`config.mk`:
```
export PLATFORM = sky130hd
export DESIGN_NAME = imba_menu_ctrl
export DESIGN_NICKNAME = d
export VERILOG_FILES = /design/src/rtl/imba_menu_ctrl.sv
export SDC_FILE = /design/constraint.sdc
export NUM_CORES = 1
export LEC_CHECK = 0
export CAP_MARGIN = 15
export CORE_ASPECT_RATIO = 1.1
export CORE_MARGIN = 5
export CORE_UTILIZATION = 61
export CTS_CLUSTER_SIZE = 30
export DETAILED_ROUTE_END_ITERATION = 8
export PLACE_DENSITY = 0.86
export SYNTH_ARGS = -nofsm -noshare
export SYNTH_HDL_FRONTEND = slang
export SYNTH_SLANG_ARGS = --single-unit
```
`constraint.sdc`:
```
create_clock -name CLK_VGA -period 3.1 [get_ports CLK_VGA]
set_input_delay 0.62 -clock CLK_VGA [delete_from_list [all_inputs] [get_ports CLK_VGA]]
set_output_delay 0.62 -clock CLK_VGA [all_outputs]
set_load 0.1 [all_outputs]
```
`src/rtl/imba_menu_ctrl.sv`:
```
`default_nettype none
// ============================================================================
// Module      : imba_menu_ctrl
// Description : Navigation controller for the clap-activated on-screen menu.
//               Debounces the UP/DOWN/SELECT buttons, walks the page/cursor
//               state machine, and holds the display/analysis settings that
//               are chosen from the menu.
// Ports       : CLK_VGA         - system clock, rising edge
//               RESET_N         - asynchronous active-low reset
//               CLAP_PULSE      - one-cycle pulse per detected clap
//               BTN_UP/DOWN/SEL - raw push-buttons, active high
//               Menu_Clap       - menu visible
//               menu_state      - page: 00 MAIN, 01 WAVE, 10 DISPLAY, 11 ANALYSIS
//               menu_cursor     - highlighted item index on the current page
//               wave_sel        - 00 default, 01 pulsar, 10 blocks, 11 none
//               axis_on/grid_on/ticks_on - display enables
//               fft_on/amp_on   - analysis enables
//               setting_changed - one-cycle pulse on every settings write
// Revision    : 1.0 - initial release
// ============================================================================
module imba_menu_ctrl #(
    parameter int DEBOUNCE_CYCLES = 1_000_000,
    parameter int CNT_W           = 20
) (
    input  logic       CLK_VGA,
    input  logic       RESET_N,
    input  logic       CLAP_PULSE,
    input  logic       BTN_UP,
    input  logic       BTN_DOWN,
    input  logic       BTN_SEL,
    output logic       Menu_Clap,
    output logic [1:0] menu_state,
    output logic [2:0] menu_cursor,
    output logic [1:0] wave_sel,
    output logic       axis_on,
    output logic       grid_on,
    output logic       ticks_on,
    output logic       fft_on,
    output logic       amp_on,
    output logic       setting_changed
);

    typedef enum logic [1:0] {
        PG_MAIN     = 2'b00,
        PG_WAVE     = 2'b01,
        PG_DISPLAY  = 2'b10,
        PG_ANALYSIS = 2'b11
    } page_t;

    localparam logic [CNT_W-1:0] c_dbn_max = CNT_W'(DEBOUNCE_CYCLES);
    localparam logic [CNT_W-1:0] c_dbn_pre = CNT_W'(DEBOUNCE_CYCLES - 1);

    // ------------------------------------------------------------------------
    // Button debounce: index 0 = UP, 1 = DOWN, 2 = SEL
    // ------------------------------------------------------------------------
    logic [2:0] w_btn_raw;
    logic [2:0] w_press;

    assign w_btn_raw = {BTN_SEL, BTN_DOWN, BTN_UP};

    genvar gi;
    generate
        for (gi = 0; gi < 3; gi++) begin : g_btn
            logic             r_sync1;
            logic             r_sync2;
            logic [CNT_W-1:0] r_cnt;
            logic             r_press;

            // The counter stops at the threshold so a long hold yields a
            // single pulse; the pulse is flagged on the step that reaches it.
            always_ff @(posedge CLK_VGA or negedge RESET_N) begin
                if (!RESET_N) begin
                    r_sync1 <= 1'b0;
                    r_sync2 <= 1'b0;
                    r_cnt   <= '0;
                    r_press <= 1'b0;
                end else begin
                    r_sync1 <= w_btn_raw[gi];
                    r_sync2 <= r_sync1;
                    r_press <= r_sync2 && (r_cnt == c_dbn_pre);
                    if (!r_sync2) begin
                        r_cnt <= '0;
                    end else if (r_cnt != c_dbn_max) begin
                        r_cnt <= r_cnt + 1'b1;
                    end
                end
            end

            assign w_press[gi] = r_press;
        end
    endgenerate

    logic w_up;
    logic w_down;
    logic w_sel;

    assign w_up   = w_press[0];
    assign w_down = w_press[1];
    assign w_sel  = w_press[2];

    // ------------------------------------------------------------------------
    // Menu state registers
    // ------------------------------------------------------------------------
    logic       r_visible;
    page_t      r_page;
    logic [2:0] r_cursor;
    logic [1:0] r_wave_sel;
    logic       r_axis_on;
    logic       r_grid_on;
    logic       r_ticks_on;
    logic       r_fft_on;
    logic       r_amp_on;
    logic       r_changed;

    logic       w_visible_nxt;
    page_t      w_page_nxt;
    logic [2:0] w_cursor_nxt;
    logic [1:0] w_wave_sel_nxt;
    logic       w_axis_nxt;
    logic       w_grid_nxt;
    logic       w_ticks_nxt;
    logic       w_fft_nxt;
    logic       w_amp_nxt;
    logic       w_changed_nxt;
    logic [2:0] w_last;

    function automatic logic [2:0] f_item_count(input page_t p);
        logic [2:0] n;
        case (p)
            PG_MAIN:     n = 3'd3;
            PG_WAVE:     n = 3'd5;
            PG_DISPLAY:  n = 3'd4;
            PG_ANALYSIS: n = 3'd3;
            default:     n = 3'd3;
        endcase
        return n;
    endfunction

    always_ff @(posedge CLK_VGA or negedge RESET_N) begin
        if (!RESET_N) begin
            r_visible  <= 1'b0;
            r_page     <= PG_MAIN;
            r_cursor   <= 3'd0;
            r_wave_sel <= 2'b00;
            r_axis_on  <= 1'b1;
            r_grid_on  <= 1'b0;
            r_ticks_on <= 1'b0;
            r_fft_on   <= 1'b0;
            r_amp_on   <= 1'b0;
            r_changed  <= 1'b0;
        end else begin
            r_visible  <= w_visible_nxt;
            r_page     <= w_page_nxt;
            r_cursor   <= w_cursor_nxt;
            r_wave_sel <= w_wave_sel_nxt;
            r_axis_on  <= w_axis_nxt;
            r_grid_on  <= w_grid_nxt;
            r_ticks_on <= w_ticks_nxt;
            r_fft_on   <= w_fft_nxt;
            r_amp_on   <= w_amp_nxt;
            r_changed  <= w_changed_nxt;
        end
    end

    // Event priority: CLAP, then SEL, then UP/DOWN. Only one event is acted
    // on per cycle; anything lower in the same cycle is dropped.
    always_comb begin
        w_visible_nxt  = r_visible;
        w_page_nxt     = r_page;
        w_cursor_nxt   = r_cursor;
        w_wave_sel_nxt = r_wave_sel;
        w_axis_nxt     = r_axis_on;
        w_grid_nxt     = r_grid_on;
        w_ticks_nxt    = r_ticks_on;
        w_fft_nxt      = r_fft_on;
        w_amp_nxt      = r_amp_on;
        w_changed_nxt  = 1'b0;
        w_last         = f_item_count(r_page) - 3'd1;

        if (CLAP_PULSE) begin
            if (!r_visible) begin
                w_visible_nxt = 1'b1;
                w_page_nxt    = PG_MAIN;
                w_cursor_nxt  = 3'd0;
            end else begin
                w_visible_nxt = 1'b0;
            end
        end else if (r_visible) begin
            if (w_sel) begin
                case (r_page)
                    PG_MAIN: begin
                        // MAIN items 0..2 map directly onto pages 1..3
                        w_page_nxt   = page_t'(r_cursor[1:0] + 2'd1);
                        w_cursor_nxt = 3'd0;
                    end
                    PG_WAVE: begin
                        if (r_cursor == w_last) begin
                            w_page_nxt   = PG_MAIN;
                            w_cursor_nxt = 3'd0;
                        end else begin
                            w_wave_sel_nxt = r_cursor[1:0];
                            w_changed_nxt  = 1'b1;
                        end
                    end
                    PG_DISPLAY: begin
                        case (r_cursor)
                            3'd0: begin
                                w_axis_nxt    = ~r_axis_on;
                                w_changed_nxt = 1'b1;
                            end
                            3'd1: begin
                                w_grid_nxt    = ~r_grid_on;
                                w_changed_nxt = 1'b1;
                            end
                            3'd2: begin
                                w_ticks_nxt   = ~r_ticks_on;
                                w_changed_nxt = 1'b1;
                            end
                            default: begin
                                w_page_nxt   = PG_MAIN;
                                w_cursor_nxt = 3'd1;
                            end
                        endcase
                    end
                    default: begin
                        case (r_cursor)
                            3'd0: begin
                                w_fft_nxt     = ~r_fft_on;
                                w_changed_nxt = 1'b1;
                            end
                            3'd1: begin
                                w_amp_nxt     = ~r_amp_on;
                                w_changed_nxt = 1'b1;
                            end
                            default: begin
                                w_page_nxt   = PG_MAIN;
                                w_cursor_nxt = 3'd2;
                            end
                        endcase
                    end
                endcase
            end else if (w_up && !w_down) begin
                w_cursor_nxt = (r_cursor == 3'd0) ? w_last : r_cursor - 3'd1;
            end else if (w_down && !w_up) begin
                w_cursor_nxt = (r_cursor >= w_last) ? 3'd0 : r_cursor + 3'd1;
            end
        end
    end

    assign Menu_Clap       = r_visible;
    assign menu_state      = r_page;
    assign menu_cursor     = r_cursor;
    assign wave_sel        = r_wave_sel;
    assign axis_on         = r_axis_on;
    assign grid_on         = r_grid_on;
    assign ticks_on        = r_ticks_on;
    assign fft_on          = r_fft_on;
    assign amp_on          = r_amp_on;
    assign setting_changed = r_changed;

endmodule
`default_nettype wire

```
==> impl_metrics.py <==
metrics = {
    "status": {
        "outcome": "finished clean",
    },
    "timing": {
        "worst_pin_slew_ps": 625.3,
        "finalHoldViolations": 0,
        "finalClockSkew_ps": 8.186,
        "rsz0062_at_grt": "no",
        "tns_ps": 0,
        "fin_crit_ps": 2581,
        "drv_slew": 0,
        "finalCritPeriodShare_pct": 83.27,
        "setup_slack_ps": 518.8,
        "max_slew_margin_pct": 58.06,
        "fmax_ghz": 0.3874,
        "setup_violations": 0,
    },
    "synth": {
        "synth_top_area_cell": "dfrtp_1",
        "ys.flop_type": "dfrtp_1",
        "synth_area_leaders": "dfrtp_1 (45%), ha_1 (6.6%), xnor2_1 (4.0%)",
        "syn_avg_cell_area_um2": 9.650,
        "yosys.cell_types.count": 49,
        "synthTopCellsByCount": "dfrtp_1 (82), nor2_1 (40), nand3_1 (30), nand2_1 (28), inv_1 (26)",
        "ys_seq_area_share_pct": 45.53,
        "synthArstFlopShare_pct": 100.0,
        "synth_top_area_share_pct": 44.96,
        "synthXorXnorAreaFrac_pct": 7.292,
        "synth-compound-area-share_pct": 8.580,
        "synth_warnings": 0,
        "synth_edf_count": 0,
        "netlist_area_um2": 4564,
        "synth_nets": 503,
        "synth_top_family_by_area": "simple AND/OR/NAND/NOR gates",
        "syn_inst": 473,
        "synth_seq_cells": 83,
        "synth_fa_ha_area_share_pct": 6.579,
        "yosysMostFrequentCell": "dfrtp_1",
        "synth_mux_area_share_pct": 1.837,
        "synth_simple_gate_area_share_pct": 26.92,
    },
    "detailed_routing": {
        "drt-pass1-iter-count": 4,
        "viasPerCell": 6.199,
        "ant_nets": 0,
        "drt_iter0_drc": 147,
        "wl_per_cell_um": 15.83,
        "drc": 0,
        "wirelength_um": 9245,
        "num_vias": 3620,
    },
    "cells_and_area": {
        "syn2layout_area_growth_pct": 9.786,
        "finalNetCount": 522,
        "drive_above_1_share_pct": 9.256,
        "finalNonFillerCells": 584,
        "antennaDiodeCount": 0,
    },
    "setup_path": {
        "r2r_start": "menu_cursor[0]$_DFFE_PN0P_",
        "cp_slowest_cell": "a211oi_1",
        "r2r_cells": 6,
        "crit_family": "compound AO/OA/AOI/OAI gates",
        "rrSetupSlack_ps": 520,
        "cp.required_ps": 3350,
        "path_class": "flip-flop to flip-flop",
        "cp.arrival_ps": 2840,
        "crit_path_max_incr_delay_ps": 490,
        "r2r-end": "menu_cursor[0]$_DFFE_PN0P_",
        "crit_fanout": 7,
        "worst-path-buf-inv": 1,
        "crit_path_start_kind": "flip-flop",
        "crit_path_cell_trace": "inv_1 > ha_1 > or3_1 > a22o_1 > a211oi_1 > mux2_2",
        "endpoint_kind": "flip-flop",
    },
    "placed_design": {
        "hpwl_um": 6383,
        "io_buffers": 19,
        "globalplace.congestion": 0.8885,
        "pre_cts_slack_ps": 408.9,
        "dp.cells": 567,
    },
    "clock_network": {
        "cts.reportedPaths.clkPinSlew_ps": 90,
        "clock_path_buffers": 2,
        "postCtsSetupRepairBufs": 0,
        "cts.root.buffer_cell": "clkbuf_8",
        "cts_tree": "yes",
        "holdBufCountCts": 0,
        "worstSkewPairLatency_ps": 360,
        "cts-htree-levels": 3,
        "cts-resized-gates": 0,
        "cts_buffers": 9,
        "clock-sinks": 83,
    },
    "global_routing": {
        "grt_start_max_net_pins": 84,
        "track_usage_pct": 21.44,
        "grt_pass1_wl_um": 16270,
        "grt_antenna_before_repair": 0,
        "first_global_vias": 3553,
        "gr-total-overflow": 0,
    },
    "worst_hold_path": {
        "hp-class": "input port to async pin",
    },
    "die": {
        "start_util_pct": 61.76,
        "die_width_um": 92.48,
        "die_area_um2": 9315,
        "num_io_pins": 20,
        "core_um2": 7391,
        "rows": 33,
        "die_h_um": 100.7,
    },
    "run": {
        "max_cap_viol_count": 0,
    },
    "power_and_ir_drop": {
        "p_leak_nw": 2.109,
        "p_per_area_nw_per_um2": 487.9,
        "total_power_w": 0.002445,
        "vdd_ir_drop_max_mv": 0.3182,
    },
}
logic make-up (layout without fill, tap and decap cells):
kind of cell | after synthesis | in the layout
compound gates | 63 | 63
xor+xnor | 38 | 38
fa+ha+maj | 24 | 24
buf+inv | 39 | 63
flops | 83 | 83
mux | 8 | 8
simple gates | 218 | 218
through the flow:
step / hold slack [ps] / cell area, um2 / utilization (%)
2_1_floorplan: 324.4 / 4564 / -
3_3_place_gp: 334.0 / 4778 / 64.65
3_5_place_dp: 337.0 / 4778 / 64.65
4_1_cts: 365.8 / 4984 / 67.43
5_1_grt: 151.0 / 5011 / 67.80
6_report: 146.5 / 5011 / 67.80
flip-flops by register name (all words and copies together) (netlist names), 2 cells and up:
name and cells:
wave_sel 2, menu_cursor 3, g_btn.r_sync2 3, menu_state 2
g_btn.r_cnt 60, g_btn.r_sync1 3, g_btn.r_press 3
cell usage in the layout (no fill, tap or decap), types with 9 or more instances in the layout:
cell and count:
nand2_1 28, nand3_1 30, dfrtp_1 82, ha_1 24, xor2_1 17, nand4_1 20
o31ai_1 10, nor4_1 11, clkbuf_8 9, nor3_1 15, xnor2_1 21, or4_1 10
a21oi_1 23, o21ai_0 14, nand2b_1 9, buf_4 15, nor2_1 40, inv_1 26
power breakdown:
| part | internal, W | total (W) | leakage (nW) | switching, W |
|---|---|---|---|---|
| Combinational | 0.000143 | 0.000458 | 0.872 | 0.000315 |
| Sequential | 0.00111 | 0.00117 | 1.13 | 0.0000603 |
| Clock | 0.000386 | 0.000815 | 0.107 | 0.000429 |
worst register-to-register path, cell delays in order (launching register included):
cell      delay [ps]
dfrtp_1          470
inv_1            160
ha_1             300
or3_1            390
a22o_1           270
a211oi_1         490
mux2_2           390
layer usage:
metal | track usage [%] | vias to the layer above | part of all wire, %
met1 | 29.01 | 1778 | 47
li1 | - | 1744 | -
met2 | 33.54 | 81 | 48
met5 | 0 | - | 0
met3 | 5.228 | 17 | 3.9
met4 | 8.229 | 0 | 1.7
how the worst max path moves through the flow:
stage | cells past startpoint | end | startpoint
floorplan | 6 | menu_cursor[0]$_DFFE_PN0P_ | menu_cursor[0]$_DFFE_PN0P_
global placement | 6 | menu_cursor[0]$_DFFE_PN0P_ | CLAP_PULSE
detailed placement | 6 | menu_cursor[0]$_DFFE_PN0P_ | CLAP_PULSE
CTS | 6 | menu_cursor[0]$_DFFE_PN0P_ | menu_cursor[0]$_DFFE_PN0P_
global route | 6 | menu_cursor[0]$_DFFE_PN0P_ | menu_cursor[0]$_DFFE_PN0P_
finish | 6 | menu_cursor[0]$_DFFE_PN0P_ | menu_cursor[0]$_DFFE_PN0P_
cell type report:
class | instances | area [um2]
well taps | 87 | 108.9
inverters | 27 | 101.3
repair buffers | 20 | 180.2
flip-flops and latches | 83 | 2078
clock inverters | 7 | 81.33
multi-input cells | 351 | 2337
clock buffers | 9 | 123.9
fillers | 566 | 2380
(Power assumes the default switching activity.)
